===== src/rtl/sd_word_scanner_pkg.sv =====
// Shared types, ASCII range constants and character helpers for the
// SD word scanner. Tag-compare case folding is controlled by the
// SCAN_CASE_FOLD_EN macro in tag_matcher; helpers here are always present.
package sd_scan_pkg;

  typedef enum logic [1:0] {
    ST_IDLE  = 2'd0,
    ST_SEEK  = 2'd1,
    ST_COUNT = 2'd2,
    ST_DONE  = 2'd3
  } scan_state_t;

  localparam logic [7:0] ASCII_UC_A     = 8'h41;
  localparam logic [7:0] ASCII_UC_Z     = 8'h5A;
  localparam logic [7:0] ASCII_LC_A     = 8'h61;
  localparam logic [7:0] ASCII_LC_Z     = 8'h7A;
  localparam logic [7:0] ASCII_CASE_BIT = 8'h20;

  // Only A-Z and a-z are letters; digits and punctuation are separators.
  function automatic logic is_letter(input logic [7:0] c);
    return ((c >= ASCII_UC_A) && (c <= ASCII_UC_Z)) ||
           ((c >= ASCII_LC_A) && (c <= ASCII_LC_Z));
  endfunction

  // Fold a-z to A-Z, leave everything else untouched.
  function automatic logic [7:0] fold_upper(input logic [7:0] c);
    logic [7:0] r;
    r = c;
    if ((c >= ASCII_LC_A) && (c <= ASCII_LC_Z)) r = c & ~ASCII_CASE_BIT;
    return r;
  endfunction

endpackage


===== src/rtl/sd_word_scanner_if.sv =====
// Byte-stream handshake between the SD SRAM reader and the scanner.
interface sd_word_scanner_if;
  logic       in_valid;
  logic [7:0] in_data;
  logic       in_ready;

  modport master (output in_valid, output in_data, input in_ready);
  modport slave  (input in_valid, input in_data, output in_ready);
endinterface


===== src/rtl/sd_word_scanner_tag_matcher.sv =====
// 8-byte shift window with tag compare. The match output looks at the
// window as it will be after the current shift, so it flags the byte that
// completes the tag in the same cycle that byte is accepted.
// Optional feature macro: SCAN_CASE_FOLD_EN (case-insensitive compare).
module tag_matcher
  import sd_scan_pkg::*;
#(
  parameter logic [63:0] TAG = "DLAB_TAG"
) (
  input  logic       clk,
  input  logic       reset_n,
  input  logic       i_clr,
  input  logic       i_shift,
  input  logic [7:0] i_data,
  output logic       o_match
);

  logic [63:0] r_window;
  logic [63:0] w_next;
  logic        w_equal;

  // Newest byte enters at the LSB so the window reads like the tag string.
  assign w_next = {r_window[55:0], i_data};

  // Bytewise compare of the post-shift window against the tag.
  always_comb begin
    w_equal = 1'b1;
    for (int i = 0; i < 8; i++) begin
`ifdef SCAN_CASE_FOLD_EN
      if (fold_upper(w_next[i*8 +: 8]) != fold_upper(TAG[i*8 +: 8])) w_equal = 1'b0;
`else
      if (w_next[i*8 +: 8] != TAG[i*8 +: 8]) w_equal = 1'b0;
`endif
    end
  end

  assign o_match = i_shift && w_equal;

  // Window register: clear wins over shift.
  always_ff @(posedge clk or negedge reset_n) begin
    if (!reset_n) begin
      r_window <= '0;
    end else if (i_clr) begin
      r_window <= '0;
    end else if (i_shift) begin
      r_window <= w_next;
    end
  end

endmodule


===== src/rtl/sd_word_scanner.sv =====
// SD word scanner: finds TAG_START in the byte stream, then counts words of
// WORD_MIN..WORD_MAX letters until TAG_END completes.
// Optional feature macro: SCAN_CASE_FOLD_EN (case-insensitive tag compare).
//
//   state    | meaning
//   ---------+-------------------------------------------------------
//   ST_IDLE  | waiting for start, stream not accepted
//   ST_SEEK  | accepting bytes, looking for the start tag
//   ST_COUNT | accepting bytes, counting words, looking for end tag
//   ST_DONE  | scan finished, count held until next start
module sd_word_scanner
  import sd_scan_pkg::*;
#(
  parameter logic [63:0] TAG_START = "DLAB_TAG",
  parameter logic [63:0] TAG_END   = "DLAB_END",
  parameter int          WORD_MIN  = 3,
  parameter int          WORD_MAX  = 3,
  parameter int          CNT_W     = 16
) (
  input  logic               clk,
  input  logic               reset_n,
  input  logic               start,
  sd_word_scanner_if.slave   s_in,
  output logic               busy,
  output logic               done,
  output logic [CNT_W-1:0]   count,
  output logic               overflow
);

  // Run length saturates one past WORD_MAX so over-long words never qualify.
  localparam int             RUN_W   = $clog2(WORD_MAX + 2);
  localparam logic [RUN_W-1:0] RUN_SAT = RUN_W'(WORD_MAX + 1);
  localparam logic [RUN_W-1:0] RUN_MIN = RUN_W'(WORD_MIN);
  localparam logic [RUN_W-1:0] RUN_MAX = RUN_W'(WORD_MAX);

  scan_state_t       r_state;
  scan_state_t       w_state_next;
  logic [RUN_W-1:0]  r_run;
  logic [CNT_W-1:0]  r_count;
  logic              r_overflow;

  logic w_ready;
  logic w_accept;
  logic w_start_cmd;
  logic w_letter;
  logic w_shift_start;
  logic w_shift_end;
  logic w_start_match;
  logic w_end_match;
  logic w_run_ok;

  assign w_ready       = (r_state == ST_SEEK) || (r_state == ST_COUNT);
  assign w_accept      = s_in.in_valid && w_ready;
  assign w_start_cmd   = start && ((r_state == ST_IDLE) || (r_state == ST_DONE));
  assign w_letter      = is_letter(s_in.in_data);
  assign w_shift_start = w_accept && (r_state == ST_SEEK);
  assign w_shift_end   = w_accept && (r_state == ST_COUNT);
  assign w_run_ok      = (r_run >= RUN_MIN) && (r_run <= RUN_MAX);

  tag_matcher #(.TAG(TAG_START)) u_start_tag (
    .clk     (clk),
    .reset_n (reset_n),
    .i_clr   (w_start_cmd),
    .i_shift (w_shift_start),
    .i_data  (s_in.in_data),
    .o_match (w_start_match)
  );

  tag_matcher #(.TAG(TAG_END)) u_end_tag (
    .clk     (clk),
    .reset_n (reset_n),
    .i_clr   (w_start_cmd),
    .i_shift (w_shift_end),
    .i_data  (s_in.in_data),
    .o_match (w_end_match)
  );

  // State register.
  always_ff @(posedge clk or negedge reset_n) begin
    if (!reset_n) r_state <= ST_IDLE;
    else          r_state <= w_state_next;
  end

  // Next-state logic; start is only honoured from IDLE or DONE.
  always_comb begin
    w_state_next = r_state;
    unique case (r_state)
      ST_IDLE,
      ST_DONE:  if (start)         w_state_next = ST_SEEK;
      ST_SEEK:  if (w_start_match) w_state_next = ST_COUNT;
      ST_COUNT: if (w_end_match)   w_state_next = ST_DONE;
      default:                     w_state_next = ST_IDLE;
    endcase
  end

  // Run length and saturating word counter, updated only on accepted bytes
  // in COUNT. The byte completing the end tag drops the run in progress.
  always_ff @(posedge clk or negedge reset_n) begin
    if (!reset_n) begin
      r_run      <= '0;
      r_count    <= '0;
      r_overflow <= 1'b0;
    end else if (w_start_cmd) begin
      r_run      <= '0;
      r_count    <= '0;
      r_overflow <= 1'b0;
    end else if (w_shift_end) begin
      if (w_end_match) begin
        r_run <= '0;
      end else if (w_letter) begin
        if (r_run != RUN_SAT) r_run <= r_run + RUN_W'(1);
      end else begin
        r_run <= '0;
        if (w_run_ok) begin
          if (&r_count) r_overflow <= 1'b1;
          else          r_count    <= r_count + CNT_W'(1);
        end
      end
    end
  end

  assign s_in.in_ready = w_ready;
  assign busy          = w_ready;
  assign done          = (r_state == ST_DONE);
  assign count         = r_count;
  assign overflow      = r_overflow;

endmodule


===== src/flat_wrapper.sv =====
// flat-port wrapper written by rule: the top's interface ports become plain ports
module sd_word_scanner_flat import sd_scan_pkg::*;
#(
  parameter logic [63:0] TAG_START = "        ",
  parameter logic [63:0] TAG_END   = "        ",
  parameter int          WORD_MIN  = 3,
  parameter int          WORD_MAX  = 3,
  parameter int          CNT_W     = 16
)
  (clk, reset_n, start, busy, done, count, overflow, s_in_in_valid, s_in_in_data, s_in_in_ready);
  sd_word_scanner_if s_in_i ();
  input  logic clk;
  input  logic reset_n;
  input  logic start;
  output logic busy;
  output logic done;
  output logic [CNT_W-1:0] count;
  output logic overflow;
  input wire logic [$bits(s_in_i.in_valid)-1:0] s_in_in_valid;
  input wire logic [$bits(s_in_i.in_data)-1:0] s_in_in_data;
  output wire logic [$bits(s_in_i.in_ready)-1:0] s_in_in_ready;
  assign s_in_i.in_valid = s_in_in_valid;
  assign s_in_i.in_data = s_in_in_data;
  assign s_in_in_ready = s_in_i.in_ready;
  sd_word_scanner #(.TAG_START(TAG_START), .TAG_END(TAG_END), .WORD_MIN(WORD_MIN), .WORD_MAX(WORD_MAX), .CNT_W(CNT_W)) u_core (.clk(clk), .reset_n(reset_n), .start(start), .s_in(s_in_i), .busy(busy), .done(done), .count(count), .overflow(overflow));
endmodule

===== config.mk =====
export PLATFORM = sky130hd
export DESIGN_NAME = sd_word_scanner_flat
export DESIGN_NICKNAME = d
export VERILOG_FILES = /design/src/rtl/sd_word_scanner_pkg.sv /design/src/rtl/sd_word_scanner_if.sv /design/src/rtl/sd_word_scanner_tag_matcher.sv /design/src/rtl/sd_word_scanner.sv /design/src/flat_wrapper.sv
export SDC_FILE = /design/constraint.sdc
export NUM_CORES = 1
export LEC_CHECK = 0
export ABC_AREA = 1
export CORE_MARGIN = 5
export CORE_UTILIZATION = 55
export DETAILED_ROUTE_END_ITERATION = 10
export PLACE_DENSITY = 0.81
export SETUP_SLACK_MARGIN = 0.3
export SYNTH_ARGS = -nofsm -noshare
export SYNTH_HDL_FRONTEND = slang
export SYNTH_SLANG_ARGS = --single-unit

===== constraint.sdc =====
create_clock -name clk -period 2.61 [get_ports clk]
set_clock_uncertainty 0.2 [all_clocks]
set_input_delay 0.522 -clock clk [delete_from_list [all_inputs] [get_ports clk]]
set_output_delay 0.522 -clock clk [all_outputs]
set_load 0.02 [all_outputs]

==> results of run 1 <==
repair_timing:
action                     4_1_cts  5_1_grt
setup endpoints to repair       31       24
hold buffers                     1        0
cloned                           0        2
pin swaps                        0        3
hold endpoints to repair       134        0
buffers inserted                 1        2
gates resized for setup         22       11
worst reg2reg max path, stage by stage (launching register included):
cell and delay, ps:
dfrtp_1 400, inv_1 110, ha_4 140, nand2_1 60, inv_1 90, nand4_1 80, nor2_1 200, nand3_1 100
nor2_1 130, nand3_2 200, buf_12 230, nand3_1 80, nand2_1 60
sequential cells by signal (all words and copies together), names as in the netlist:
signal                       cells
u_core.u_end_tag.r_window       56
u_core.r_state                   2
u_core.count                    16
u_core.overflow                  1
u_core.u_start_tag.r_window     56
u_core.r_run                     3
routing by layer:
| layer | up-vias | global-route usage | wire (um) |
|---|---|---|---|
| li1 | 2449 | - | - |
| met1 | 2511 | 0.274 | 5900 |
| met2 | 142 | 0.378 | 7420 |
| met3 | 43 | 0.0559 | 581 |
| met4 | 0 | 0.0978 | 422 |
| met5 | - | 0 | 0 |
power by group through the flow:
| stage | logic, uW | clock network [uW] | registers (uW) |
|---|---|---|---|
| 2_1_floorplan | 1310 | 0 | 2500 |
| 3_3_place_gp | 1860 | 0 | 2500 |
| 3_5_place_dp | 1920 | 0 | 2510 |
| 4_1_cts | 1940 | 2500 | 2470 |
| 5_1_grt | 2230 | 2600 | 2510 |
| 6_report | 2030 | 2470 | 2480 |
final timing paths:
path / startpoint / endpoint / slack [ps] / cells past startpoint
setup / recovery: u_core.count[15]$_DFFE_PN0P_ / count[15] / 340 / 1
max in group asynchronous: reset_n / u_core.r_state[1]$_DFFE_PN0P_ / 1220 / 3
setup reg to reg: u_core.r_state[0]$_DFFE_PN0P_ / u_core.count[12]$_DFFE_PN0P_ / 440 / 12
hold reg to reg: u_core.overflow$_DFFE_PN0P_ / u_core.overflow$_DFFE_PN0P_ / 320 / 2
hold / removal: u_core.overflow$_DFFE_PN0P_ / u_core.overflow$_DFFE_PN0P_ / 320 / 2
min in group asynchronous: reset_n / u_core.u_end_tag.r_window[20]$_DFFE_PN0P_ / 420 / 3
cell type report:
cell class / count / area [um2] / share of cell area
repair buffers: 50 / 505 / 0.0690
clock inverters: 9 / 148 / 0.0201
multi-input cells: 412 / 2130 / 0.290
flip-flops and latches: 134 / 3350 / 0.458
clock buffers: 23 / 467 / 0.0637
well taps: 140 / 175 / 0.0239
inverters: 148 / 556 / 0.0758
synth_stat cells (2+ instances only):
cell      number
nor2_1        91
clkbuf_1      23
buf_1          2
o21ai_0       12
nand2_2        2
o22ai_1      110
nor4_1         2
ha_1           8
nor3_1         9
nand4_1       12
dfrtp_1      134
nand2_1       96
nand3_1       49
buf_4          2
a21oi_1        6
xor2_1         2
inv_1        148
a31oi_1        2
stage by stage:
| stage | power [uW] | worst slack [ps] |
|---|---|---|
| after floorplan | 3820 | 515 |
| after CTS | 6910 | 189 |
| final | 6980 | 339 |
| after detailed placement | 4430 | 52.9 |
| after global placement | 4350 | 123 |
| after global routing | 7330 | 304 |
kinds of logic (layout without fill, tap and decap cells):
kind of cell | count (synthesis) | after routing | share of synthesized area
AO/OA/AOI/OAI | 133 | 133 | 0.134
XOR/XNOR | 2 | 2 | 0.00286
adder cells (fa/ha/maj) | 8 | 8 | 0.0163
buffers and inverters | 176 | 230 | 0.110
flip-flops | 134 | 134 | 0.547
AND/OR/NAND/NOR | 268 | 269 | 0.189
==> impl_metrics.toml, run 1 <==
[status]
run_status = "finished, final reports clean"

[routing]
final_antenna_net_count = 0
drt_iter0_drc = 495
vias = 5145
route.detailed.wl_per_inst_um = 15.6
total_wire_length_after_detailed_routing_um = 14300
drt-vias-per-instance = 5.62
remaining_drc_errors = 0
drt_pre_antenna_iters = 5

[global_routing]
grt.total_usage = 0.224
grt_start_max_net_pins = 135
grt_pass1_vias = 5138
grt_overflow_total = 0
antenna_violations_before_repair = 0
grt_pass1_wl_um = 23500

[placed_design]
placed_cell_area_mm2 = 0.00664
placed_cells = 878
finalWeightedCongestion = 0.864
dp.final_hpwl_um = 9420
io_buffer_count = 31

[logic_synthesis]
synth_area_mm2 = 0.00613
top_cells_by_area_synth = "dfrtp_1 (55%), o22ai_1 (11%), inv_1 (9.1%)"
synthArstFlopShare = 1.00
synth_largest_type_area_fraction = 0.547
netlist_instances = 721
synth_seq_cells = 134
seq_area_frac_synth = 0.547
synth-edff-count = 0
yosysWarningCount = 0
mappedNetlistNets = 741
synth.avg_cell_area_um2 = 8.50
yosysUniqueCellTypes = 29
synth-main-ff-cell = "dfrtp_1"
post-synth-top-area-cell = "dfrtp_1"

[critical_path]
criticalPathCategory = "reg -> out"
critical_path_arrival_ps = 1550
cp_top_family = "buffers and inverters"
critical-path-slowest-cell = "clkdlybuf4s50_1"
worstSetupEndpointType = "primary output"
critPathBufInv = 1
critical_path_required_ps = 1890
worstPathCellList = "clkdlybuf4s50_1"
cp-start-kind = "flop"
slowest_delay_ps = 630
critPathMaxFanout = 3

[clock_network]
cts_root_buffer = "clkbuf_8"
cts-buffers-inserted = 17
source_to_sink_clock_delay_at_the_later_pin_of_the_worst_skew_pair_ps = 530
clockBufferDepth = 2
tritoncts_num_sinks = 134
worst_setup_hold_path_clk_slew_ps = 60
htree_num_levels = 4
tritoncts_clock_tree = "done"

[pwr]
power.clock.fraction = 0.354
power.internal_uw = 4610
power_frac_comb = 0.291
power.switching_uw = 2370
powerDensity_mw_per_mm2 = 952
power.share.switching = 0.339
power.sequential.fraction = 0.355
cellLeakagePower_uw = 0.00352
power.ir.vdd_worst_uv = 616

[floorplanning]
ioPinCount = 32
placeableCoreArea_mm2 = 0.0109
fp.dieArea_mm2 = 0.0133
fp-row-count = 38
start_util = 0.563
die_w_um = 116
die-height_um = 116

[layout]
final_layout_size_suffix_gt1_frac = 0.0812
n_fill_cell = 841
final_nets = 783
final_design_instance_area_without_fill_mm2 = 0.00733
stdcell_count = 916
final_common_cell = "inv_1"
leading_cell_types_in_the_layout_fill_and_taps_excluded = "inv_1 (146), dfrtp_1 (133), o22ai_1 (110), nand2_1 (96), nor2_1 (91)"
area_growth_pct = 19.7
antenna_cells = 0
layout.core_utilization = 0.673

[sta]
clock.fmax_ghz = 0.440
final.min_clock_period_ps = 2270
setup_viol = 0
timing_max_transition_violations_final = 0
max_slew.worst_pin.slew_ps = 714
setup_total_negative_slack_ps = 0
timing.hold.ws_ps = 325
grt_setup_unrepaired = "true"
timing_hold_violations_final = 0
fin_crit_sh = 0.870
timing.slew.headroom = 0.524

[min_path]
min_path_type = "reg -> reg"

[run]
drv_cap = 0
Note: power is estimated with default switching activity, not from simulation.
==> inputs of run 2 (changes only) <==
CAP_MARGIN = 0   (was not set)
GPL_ROUTABILITY_DRIVEN = 0   (was not set)
TNS_END_PERCENT = 5   (was not set)
==> run 2 against run 1 <==
Net effect:
- cell area decreased by 1.2%
- die area stayed put
- largest power group unchanged
- utilization shrank 0.80 points
- sequential power is essentially flat
- critical path depth unchanged
- fmax shrank 3.8%
- non-clock buffer count shrank 2
- worst hold slack lost 150 ps
- first-iteration DRC count up 12%
- register-to-register slack got worse by 80 ps
- wire length shrank 0.77%
==> impl_metrics.toml, run 2 (same netlist as run 1, synthesis figures left out) <==
[status]
run_status = "finished, final reports clean"

[routing]
total_wire_length_after_detailed_routing_um = 14200
vias = 5099
drt-vias-per-instance = 5.58
drt_iter0_drc = 554
route.detailed.wl_per_inst_um = 15.6
final_antenna_net_count = 0
drt_pre_antenna_iters = 5
remaining_drc_errors = 0

[pwr]
powerDensity_mw_per_mm2 = 927
cellLeakagePower_uw = 0.00341
power_uw = 6710
power.ir.vdd_worst_uv = 663

[clock_network]
clockBufferDepth = 2
source_to_sink_clock_delay_at_the_later_pin_of_the_worst_skew_pair_ps = 530
htree_num_levels = 4
cts-buffers-inserted = 17
worst_setup_hold_path_clk_slew_ps = 60
tritoncts_clock_tree = "done"
cts_root_buffer = "clkbuf_8"
tritoncts_num_sinks = 134

[critical_path]
worstPathCellList = "clkdlybuf4s50_1"
worstSetupEndpointType = "primary output"
critical-path-slowest-cell = "clkdlybuf4s50_1"
critPathMaxFanout = 8
criticalPathCategory = "reg -> out"
cp_top_family = "buffers and inverters"
slowest_delay_ps = 650
timing.rr.start = "u_core.r_state[0]$_DFFE_PN0P_"
critical_path_arrival_ps = 1640
critPathBufInv = 1
critical_path_required_ps = 1890
crit_path_start = "u_core.count[10]$_DFFE_PN0P_"
cp-start-kind = "flop"

[sta]
setup_viol = 0
final.min_clock_period_ps = 2360
timing_hold_violations_final = 0
grt_setup_unrepaired = "true"
setup_total_negative_slack_ps = 0
timing_max_transition_violations_final = 0
timing.slew.headroom = 0.625
clock.fmax_ghz = 0.423
max_slew.worst_pin.slew_ps = 563
fin_crit_sh = 0.905

[layout]
final_design_instance_area_without_fill_mm2 = 0.00724
n_fill_cell = 849
final_common_cell = "inv_1"
area_growth_pct = 18.2
multi_input_comb_area_mm2 = 0.00210
final_nets = 780
layout.area.seq_mm2 = 0.00335
final_layout_size_suffix_gt1_frac = 0.0776
leading_cell_types_in_the_layout_fill_and_taps_excluded = "inv_1 (147), dfrtp_1 (134), o22ai_1 (110), nand2_1 (96), nor2_1 (91)"
antenna_cells = 0

[floorplanning]
die_w_um = 116
start_util = 0.563
ioPinCount = 32
die-height_um = 116
fp.dieArea_mm2 = 0.0133
placeableCoreArea_mm2 = 0.0109
fp-row-count = 38

[global_routing]
grt_overflow_total = 0
antenna_violations_before_repair = 0
grt_pass1_vias = 5194
grt_start_max_net_pins = 68
grt.total_usage = 0.228
grt_pass1_wl_um = 24000

[run]
drv_cap = 0

[placed_design]
dp.final_hpwl_um = 9710
placed_cell_area_mm2 = 0.00664
io_buffer_count = 31

[min_path]
min_path_type = "in -> async"
## run 2: cell types whose count changed in the layout (fill, tap and decap cells not counted), sizes merged
cell,before,now
dlygate4sd2,14,1
nand2,100,99
dlymetal6s2s,2,1
bufinv,4,2
clkinv,4,9
buf,20,19
clkbuf,24,20
clkdlybuf4s50,12,26
## run 2: routing by layer
metal / vias to the layer above / share of wire / track usage
met2: 127 / 0.52 / 0.398
met3: 27 / 0.043 / 0.0501
met5: - / 0 / 0
met4: 0 / 0.025 / 0.0908
li1: 2445 / - / -
met1: 2500 / 0.42 / 0.276
## run 2: cell type report
type	instances	share of cell area
clock buffer	20	0.0629
tap	140	0.0242
multi-input combinational	411	0.290
sequential	134	0.463
clock inverter	12	0.0176
inverter	148	0.0767
timing repair buffer	48	0.0662
## run 2: worst paths after layout
check                                                       endpoint  slack, ps  depth (start not counted)
max                                                        count[10]        250                          1
max reg2reg                             u_core.count[15]$_DFFE_PN0P_        360                         11
min                        u_core.u_end_tag.r_window[35]$_DFFE_PN0P_        170                          2
min in group clk                         u_core.overflow$_DFFE_PN0P_        290                          2
min reg2reg                              u_core.overflow$_DFFE_PN0P_        290                          2
max in group asynchronous               u_core.count[11]$_DFFE_PN0P_       1440                          3
## run 2: metrics by stage
step,hold WS [ps],setup WS (ps),util,cells
3_5_place_dp,176,10.8,0.610,878
2_1_floorplan,26.4,515,-,721
4_1_cts,149,167,0.666,913
3_3_place_gp,171,121,0.610,878
6_report,170,248,0.665,913
5_1_grt,172,184,0.665,913
## run 2: repair_timing
action / CTS / global route
setup buffers: 2 / 0
cloned: 0 / 0
endpoints found under the setup margin: 18 / 36
hold buffers: 1 / 0
resized for setup: 8 / 3
endpoints found under the hold margin: 134 / 0
pin swaps: 0 / 0
## run 2: power by group
part           switching, uW  leakage (uW)  internal (uW)
combinational           1290       0.00126            622
sequential               156       0.00185           2320
clock                    897      0.000290           1430
==> inputs of run 3 (changes only) <==
CTS_CLUSTER_DIAMETER = 150   (was not set)
==> results of run 3 <==
The final DEF is identical to that of run 2; final timing and power are the same.
